$ cat src/rtl/clk_div_pkg.sv
// -----------------------------------------------------------------------------
// clk_div_pkg
// Shared types and helpers for the multi-channel clock/strobe divider.
//   cfg_t      : per-channel configuration record (div, high, phase, pulse)
//   CFG_W      : width of every cfg field and of the channel counter
//   reset_cfg  : builds the configuration loaded at reset
//   eff_phase  : start value used on enable rise / sync (phase, or 0 if out of range)
//   decode     : maps (cnt, cfg) to the {clk, tick} output pair
// -----------------------------------------------------------------------------
package clk_div_pkg;

    localparam int unsigned CFG_W = 16;

    localparam logic [CFG_W-1:0] CNT_ZERO = '0;
    localparam logic [CFG_W-1:0] CNT_ONE  = {{(CFG_W-1){1'b0}}, 1'b1};

    typedef struct packed {
        logic [CFG_W-1:0] div;
        logic [CFG_W-1:0] high;
        logic [CFG_W-1:0] phase;
        logic             pulse;
    } cfg_t;

    // Reset default: 50% duty (high = div/2), zero phase.
    function automatic cfg_t reset_cfg(input logic [CFG_W-1:0] def_div,
                                       input logic             def_pulse);
        cfg_t c;
        c.div   = def_div;
        c.high  = def_div >> 1;
        c.phase = CNT_ZERO;
        c.pulse = def_pulse;
        return c;
    endfunction

    function automatic logic [CFG_W-1:0] eff_phase(input cfg_t c);
        return (c.phase < c.div) ? c.phase : CNT_ZERO;
    endfunction

    // div==0 means the channel is off. Since cnt < div always holds while
    // running, high >= div yields a constant 1 and high == 0 a constant 0.
    function automatic logic [1:0] decode(input logic [CFG_W-1:0] cnt,
                                          input cfg_t             c,
                                          input logic             off_lvl);
        logic clk;
        logic tick;
        if (c.div == CNT_ZERO) begin
            clk  = off_lvl;
            tick = 1'b0;
        end else begin
            tick = (cnt == CNT_ZERO);
            clk  = c.pulse ? tick : (cnt < c.high);
        end
        return {clk, tick};
    endfunction

endpackage

$ cat src/rtl/clk_div_chan.sv
// -----------------------------------------------------------------------------
// clk_div_chan
// One divider channel: counter, active and shadow configuration, pending flag
// and the registered clk/tick outputs.
//   i_clk, i_reset : clock, synchronous active-high reset
//   i_en           : run enable (a rising edge reloads the counter with phase)
//   i_sync         : reload counter with phase (only while enabled)
//   i_wr, i_wr_cfg : accepted configuration write for this channel
//   o_clk, o_tick  : registered decode of the counter value now in the flops
//   o_pending      : shadow cfg waiting for the next period boundary
// -----------------------------------------------------------------------------
module clk_div_chan
    import clk_div_pkg::*;
#(
    parameter int unsigned DEF_DIV     = 2,
    parameter logic        DEF_PULSE   = 1'b0,
    parameter logic        CLK_RST_VAL = 1'b0
) (
    input  logic i_clk,
    input  logic i_reset,
    input  logic i_en,
    input  logic i_sync,
    input  logic i_wr,
    input  cfg_t i_wr_cfg,
    output logic o_clk,
    output logic o_tick,
    output logic o_pending
);

    localparam cfg_t RST_CFG = reset_cfg(CFG_W'(DEF_DIV), DEF_PULSE);

    logic [CFG_W-1:0] cnt_q, cnt_d;
    cfg_t             cfg_q, cfg_d;
    cfg_t             shadow_q, shadow_d;
    logic             pending_q, pending_d;
    logic             en_q;
    logic             clk_q, clk_d;
    logic             tick_q, tick_d;
    logic             load;
    logic             wrap;

    always_comb begin
        cnt_d     = cnt_q;
        cfg_d     = cfg_q;
        shadow_d  = shadow_q;
        pending_d = pending_q;
        clk_d     = CLK_RST_VAL;
        tick_d    = 1'b0;
        load      = 1'b0;
        wrap      = 1'b0;

        if (!i_en) begin
            // Disabled: nothing is running, so a waiting shadow and any new
            // write can go live immediately. Counter is frozen.
            if (pending_q) begin
                cfg_d     = shadow_q;
                pending_d = 1'b0;
            end
            if (i_wr) begin
                cfg_d = i_wr_cfg;
            end
        end else begin
            load = !en_q || i_sync;
            // An off channel (div==0) sits permanently on a boundary.
            wrap = (cfg_q.div == CNT_ZERO) || (cnt_q >= (cfg_q.div - CNT_ONE));

            if (pending_q && (load || wrap)) begin
                cfg_d     = shadow_q;
                pending_d = 1'b0;
            end

            // Reload uses the cfg that becomes active on this same edge.
            if (load) begin
                cnt_d = eff_phase(cfg_d);
            end else if (wrap) begin
                cnt_d = CNT_ZERO;
            end else begin
                cnt_d = cnt_q + CNT_ONE;
            end

            // Writes to a running channel wait in the shadow. ready is low
            // while pending, so this never collides with the apply above.
            if (i_wr) begin
                shadow_d  = i_wr_cfg;
                pending_d = 1'b1;
            end

            // Outputs decode the next counter state so o_clk(t) == decode(cnt(t)).
            {clk_d, tick_d} = decode(cnt_d, cfg_d, CLK_RST_VAL);
        end
    end

    always_ff @(posedge i_clk) begin
        if (i_reset) begin
            cnt_q     <= CNT_ZERO;
            cfg_q     <= RST_CFG;
            pending_q <= 1'b0;
            en_q      <= 1'b0;
            clk_q     <= CLK_RST_VAL;
            tick_q    <= 1'b0;
        end else begin
            cnt_q     <= cnt_d;
            cfg_q     <= cfg_d;
            pending_q <= pending_d;
            en_q      <= i_en;
            clk_q     <= clk_d;
            tick_q    <= tick_d;
        end
    end

    // Shadow contents are only meaningful while pending_q is set.
    always_ff @(posedge i_clk) begin
        shadow_q <= shadow_d;
    end

    assign o_clk     = clk_q;
    assign o_tick    = tick_q;
    assign o_pending = pending_q;

    a_cnt_below_div : assert property (@(posedge i_clk) disable iff (i_reset)
        (en_q && (cfg_q.div != CNT_ZERO)) |-> (cnt_q < cfg_q.div));

endmodule

$ cat src/rtl/clk_div_multi.sv
// -----------------------------------------------------------------------------
// clk_div_multi
// Multi-channel runtime-programmable clock/strobe divider.
//   i_clk, i_reset      : clock, synchronous active-high reset
//   i_en[CHANNELS]      : per-channel run enable
//   i_sync              : phase-align all enabled channels
//   i_cfg_valid/o_cfg_ready, i_cfg_chan, i_cfg_div/high/phase/pulse
//                       : configuration write port (accept on valid && ready)
//   o_clk, o_tick       : per-channel divided clock and period-start strobe
//   o_pending           : per-channel shadow-config-waiting flag
// CNT_W must equal clk_div_pkg::CFG_W (the cfg record is sized from it).
// -----------------------------------------------------------------------------
module clk_div_multi
    import clk_div_pkg::*;
#(
    parameter int unsigned CHANNELS    = 2,
    parameter int unsigned CNT_W       = CFG_W,
    parameter int unsigned DEF_DIV     = 2,
    parameter logic        DEF_PULSE   = 1'b0,
    parameter logic        CLK_RST_VAL = 1'b0
) (
    input  logic                                                i_clk,
    input  logic                                                i_reset,
    input  logic [CHANNELS-1:0]                                 i_en,
    input  logic                                                i_sync,
    input  logic                                                i_cfg_valid,
    output logic                                                o_cfg_ready,
    input  logic [((CHANNELS > 1) ? $clog2(CHANNELS) : 1)-1:0] i_cfg_chan,
    input  logic [CNT_W-1:0]                                    i_cfg_div,
    input  logic [CNT_W-1:0]                                    i_cfg_high,
    input  logic [CNT_W-1:0]                                    i_cfg_phase,
    input  logic                                                i_cfg_pulse,
    output logic [CHANNELS-1:0]                                 o_clk,
    output logic [CHANNELS-1:0]                                 o_tick,
    output logic [CHANNELS-1:0]                                 o_pending
);

    localparam int CH_W = (CHANNELS > 1) ? $clog2(CHANNELS) : 1;

    cfg_t wr_cfg;
    logic accept;

    always_comb begin
        wr_cfg.div   = i_cfg_div;
        wr_cfg.high  = i_cfg_high;
        wr_cfg.phase = i_cfg_phase;
        wr_cfg.pulse = i_cfg_pulse;
    end

    // Out-of-range channel numbers match nothing: ready stays 1 and the
    // write is silently dropped.
    always_comb begin
        o_cfg_ready = 1'b1;
        for (int i = 0; i < int'(CHANNELS); i++) begin
            if (i_cfg_chan == CH_W'(i)) begin
                o_cfg_ready = !o_pending[i];
            end
        end
    end

    assign accept = i_cfg_valid && o_cfg_ready;

    for (genvar g = 0; g < int'(CHANNELS); g++) begin : g_chan
        clk_div_chan #(
            .DEF_DIV     (DEF_DIV),
            .DEF_PULSE   (DEF_PULSE),
            .CLK_RST_VAL (CLK_RST_VAL)
        ) u_chan (
            .i_clk     (i_clk),
            .i_reset   (i_reset),
            .i_en      (i_en[g]),
            .i_sync    (i_sync),
            .i_wr      (accept && (i_cfg_chan == CH_W'(g))),
            .i_wr_cfg  (wr_cfg),
            .o_clk     (o_clk[g]),
            .o_tick    (o_tick[g]),
            .o_pending (o_pending[g])
        );
    end

endmodule

$ cat config.mk
export PLATFORM = sky130hd
export DESIGN_NAME = clk_div_multi
export DESIGN_NICKNAME = d
export VERILOG_FILES = /design/src/rtl/clk_div_pkg.sv /design/src/rtl/clk_div_chan.sv /design/src/rtl/clk_div_multi.sv
export SDC_FILE = /design/constraint.sdc
export NUM_CORES = 1
export LEC_CHECK = 0
export BUFFER_PORTS_ARGS = -buffer_cell sky130_fd_sc_hd__buf_2
export CAP_MARGIN = 20
export CORE_UTILIZATION = 28
export DETAILED_ROUTE_END_ITERATION = 8
export GPL_ROUTABILITY_DRIVEN = 0
export SLEW_MARGIN = 20
export SYNTH_ARGS = -nofsm -noshare
export SYNTH_HDL_FRONTEND = slang
export SYNTH_SLANG_ARGS = --single-unit
$ cat constraint.sdc
create_clock -name i_clk -period 8.1 [get_ports i_clk]
set_input_delay 0.405 -clock i_clk [delete_from_list [all_inputs] [get_ports i_clk]]
set_output_delay 0.405 -clock i_clk [all_outputs]
set_load 0.005 [all_outputs]
==> run summary <==
RSZ-0062 raised after global routing: no
Total grt overflow: 0
Lkg Pwr: 6.56 nW
PortBufs: 62
I/O pin total: 63
Final Slew Violations: 0
CP peak stage delay: 0.44 ns
Clock transition at path regs: 0.07 ns
Synthesized area: 0.0150 sq mm
Final WL: 46600 um
Setup Crit Path Kind: flop to flop
All-Layer GR Usage: 17.0%
Via count: 12500
CTS tree: yes
EDFF count, synth: 98
# nets final: 1757
Main synth FF type: dfxtp_1
Hold-fix buffers, CTS: 0
# clock sinks: 236
Sequential share of power: 41.8%
Top Family by Delay on Critical Path: compound AO/OA/AOI/OAI gates
Post-Route Setup TNS: 0 ns
Antenna violations before repair: 9
Fmax: 134 MHz
Root buffer cell: clkbuf_16
Worst Path Arrival: 7.91 ns
#FFs+latches synth: 236
Comb power frac: 20.4%
CTS buffer count: 28
Hold WC Path Type: input pin to flop
First-pass DRT Iterations: 5
Final setup violation count: 0
Vias in the first global route: 11700
Setup WS pre-CTS: 0.318 ns
Vias/cell: 5.40
Register area: 0.00571 sq mm
Total number of yosys warnings: 0
PnR worst setup slack: 0.644 ns
Row Count: 84
Commonest non-fill, non-tap cell in the layout: nor2_1
Total power: 3.31 mW
Syn nets: 1748
Fraction of registers with async set/reset: 0%
Most frequent cells in the layout: nor2_1, dfxtp_1, mux2i_1, a211oi_1, a21oi_1
Dpl hpwl: 33900 um
Setup Skew: 0.0211 ns
Multi-input logic area: 0.00866 sq mm
Switching share of power: 30.1%
DRT antenna net count: 0
Fin crit share: 92.1%
DP Area: 0.0159 sq mm
Non-Filler Instances: 2318
Area growth syn-to-layout: 12.5%
Crit-path max FO: 26
# fillers: 5381
WL per Instance: 20.1 um
Post-route minimum period: 7.46 ns
Syn Area/Cell: 9.37 sq um
Relative slew slack: 35.5%
Initial Util: 28.4%
Clock Latency Late Sink: 0.56 ns
Synthesized instance count: 1596
Initial DRC count: 1221
Final Hold Fails: 0
Slowest cell on the critical path: or3b_1
R2r startpoint: g_chan[0].u_chan.cfg_q[38]
Most common cell on crit path: ha_1
Startpoint Class: flop
CTS Buffer Depth: 3
Slew @ Worst Pin: 0.963 ns
Crit path launch: g_chan[0].u_chan.cfg_q[38]
Global-route wire length before repair: 71600 um
Outcome: completed
Share of cells above drive strength 1: 13.6%
Core area: 0.0527 sq mm
Worst EP required: 8.55 ns
Die ar.: 0.0544 sq mm
Pin count of the biggest net entering global routing: 83
MaxCap Viol Count: 0
# DRC: 0
Pint: 2.31 mW
Final Instance Area: 0.0168 sq mm
Element type at the critical path end: flop
H-tree depth: 1
Dpl cells: 2258
Min-delay src: i_cfg_phase[15]
Worst vdd ir: 0.193 mV
Cell area power density: 197 mW/mm^2
Clock Power Share: 37.9%
P_sw: 0.995 mW
Sequential share of the synthesized area: 38.1%
Distinct cells, synth: 69
DIE HEIGHT: 233 um
Chip width: 233 um
Critical path buffers and inverters: 3
power groups by stage:
| stage | registers [mW] | clock network (mW) | logic [mW] |
|---|---|---|---|
| finish | 1.38 | 1.25 | 0.674 |
| global route | 1.39 | 1.33 | 0.748 |
| CTS | 1.38 | 1.28 | 0.665 |
| detailed placement | 1.41 | 0 | 0.661 |
| global placement | 1.40 | 0 | 0.647 |
| floorplan | 1.37 | 0 | 0.491 |
final timing paths:
check                                   to  slack, ns  depth (start not counted)
max reg2reg         g_chan[0].u_chan.o_clk       0.64                         30
min          g_chan[0].u_chan.shadow_q[16]       0.08                          1
min reg2reg     g_chan[0].u_chan.cfg_q[21]       0.48                          2
max                 g_chan[0].u_chan.o_clk       0.64                         30
cell usage after synthesis, types with 7 or more instances:
library cell | number | share of area, %
nor3_1 | 21 | 0.70
o21ai_0 | 27 | 0.90
a22o_1 | 11 | 0.64
o21a_1 | 33 | 1.7
a21oi_1 | 115 | 3.8
mux2_2 | 46 | 3.5
nand2_1 | 44 | 1.1
buf_6 | 7 | 0.53
nand3_1 | 27 | 0.90
nor2b_1 | 54 | 2.3
nand2b_1 | 11 | 0.46
edfxtp_1 | 98 | 20
buf_2 | 10 | 0.33
a21o_1 | 9 | 0.45
and3_1 | 7 | 0.29
clkbuf_1 | 76 | 1.9
inv_1 | 32 | 0.80
o22ai_2 | 8 | 0.67
xnor2_1 | 27 | 1.6
xor2_1 | 31 | 1.8
nand4_1 | 27 | 1.1
dfxtp_1 | 138 | 18
buf_4 | 9 | 0.45
nor2_1 | 233 | 5.8
o2bb2ai_1 | 7 | 0.41
mux2i_1 | 134 | 9.0
ha_1 | 96 | 8.0
buf_1 | 13 | 0.33
or2_2 | 7 | 0.29
nor4_1 | 30 | 1.3
a211oi_1 | 130 | 6.5
a31oi_1 | 9 | 0.38
layout make-up:
class | instances | area share (%)
Antenna cell | 3 | 0.0446
Clock buffer | 40 | 4.68
Clock inverter | 12 | 0.684
Inverter | 33 | 0.736
Multi-Input combinational cell | 1212 | 51.4
Sequential cell | 236 | 33.9
Tap cell | 688 | 5.11
Timing Repair Buffer | 94 | 3.40
logic make-up after synthesis:
| family | after synthesis | synth area share [%] |
|---|---|---|
| mux | 180 | 12.4 |
| buf+inv | 148 | 4.37 |
| xor+xnor | 58 | 3.40 |
| compound gates | 388 | 17.8 |
| simple gates | 490 | 15.9 |
| fa+ha+maj | 96 | 8.03 |
| flops | 236 | 38.1 |
flip-flops by register name, summed over array words and instances, names as in the netlist:
name	cells
g_chan.u_chan.cfg_q	98
g_chan.u_chan.cnt_q	32
g_chan.u_chan.o_tick	2
g_chan.u_chan.o_pending	2
g_chan.u_chan.o_clk	2
g_chan.u_chan.en_q	2
g_chan.u_chan.shadow_q	98
metrics by stage:
step	hold slack, ns	utilization, %
global placement	0.466	30.1
CTS	0.0544	31.8
global route	0.0690	32.0
detailed placement	0.477	30.1
floorplan	0.457	-
finish	0.0775	32.0
routing by layer:
| metal | GRT usage (%) | vias up | part of all wire (%) | routed length (um) |
|---|---|---|---|---|
| met5 | 0 | - | 0.21 | 96 |
| met4 | 4.35 | 16 | 2.3 | 1090 |
| met3 | 3.72 | 68 | 8.3 | 3850 |
| met2 | 25.2 | 419 | 42 | 19700 |
| met1 | 24.5 | 6067 | 47 | 21900 |
| li1 | - | 5949 | - | - |
what timing repair did:
action | in CTS | in global routing
buffers inserted | 0 | 5
resized for setup | 0 | 7
endpoints found under the setup margin | 0 | 1
(Power assumes the default switching activity.)
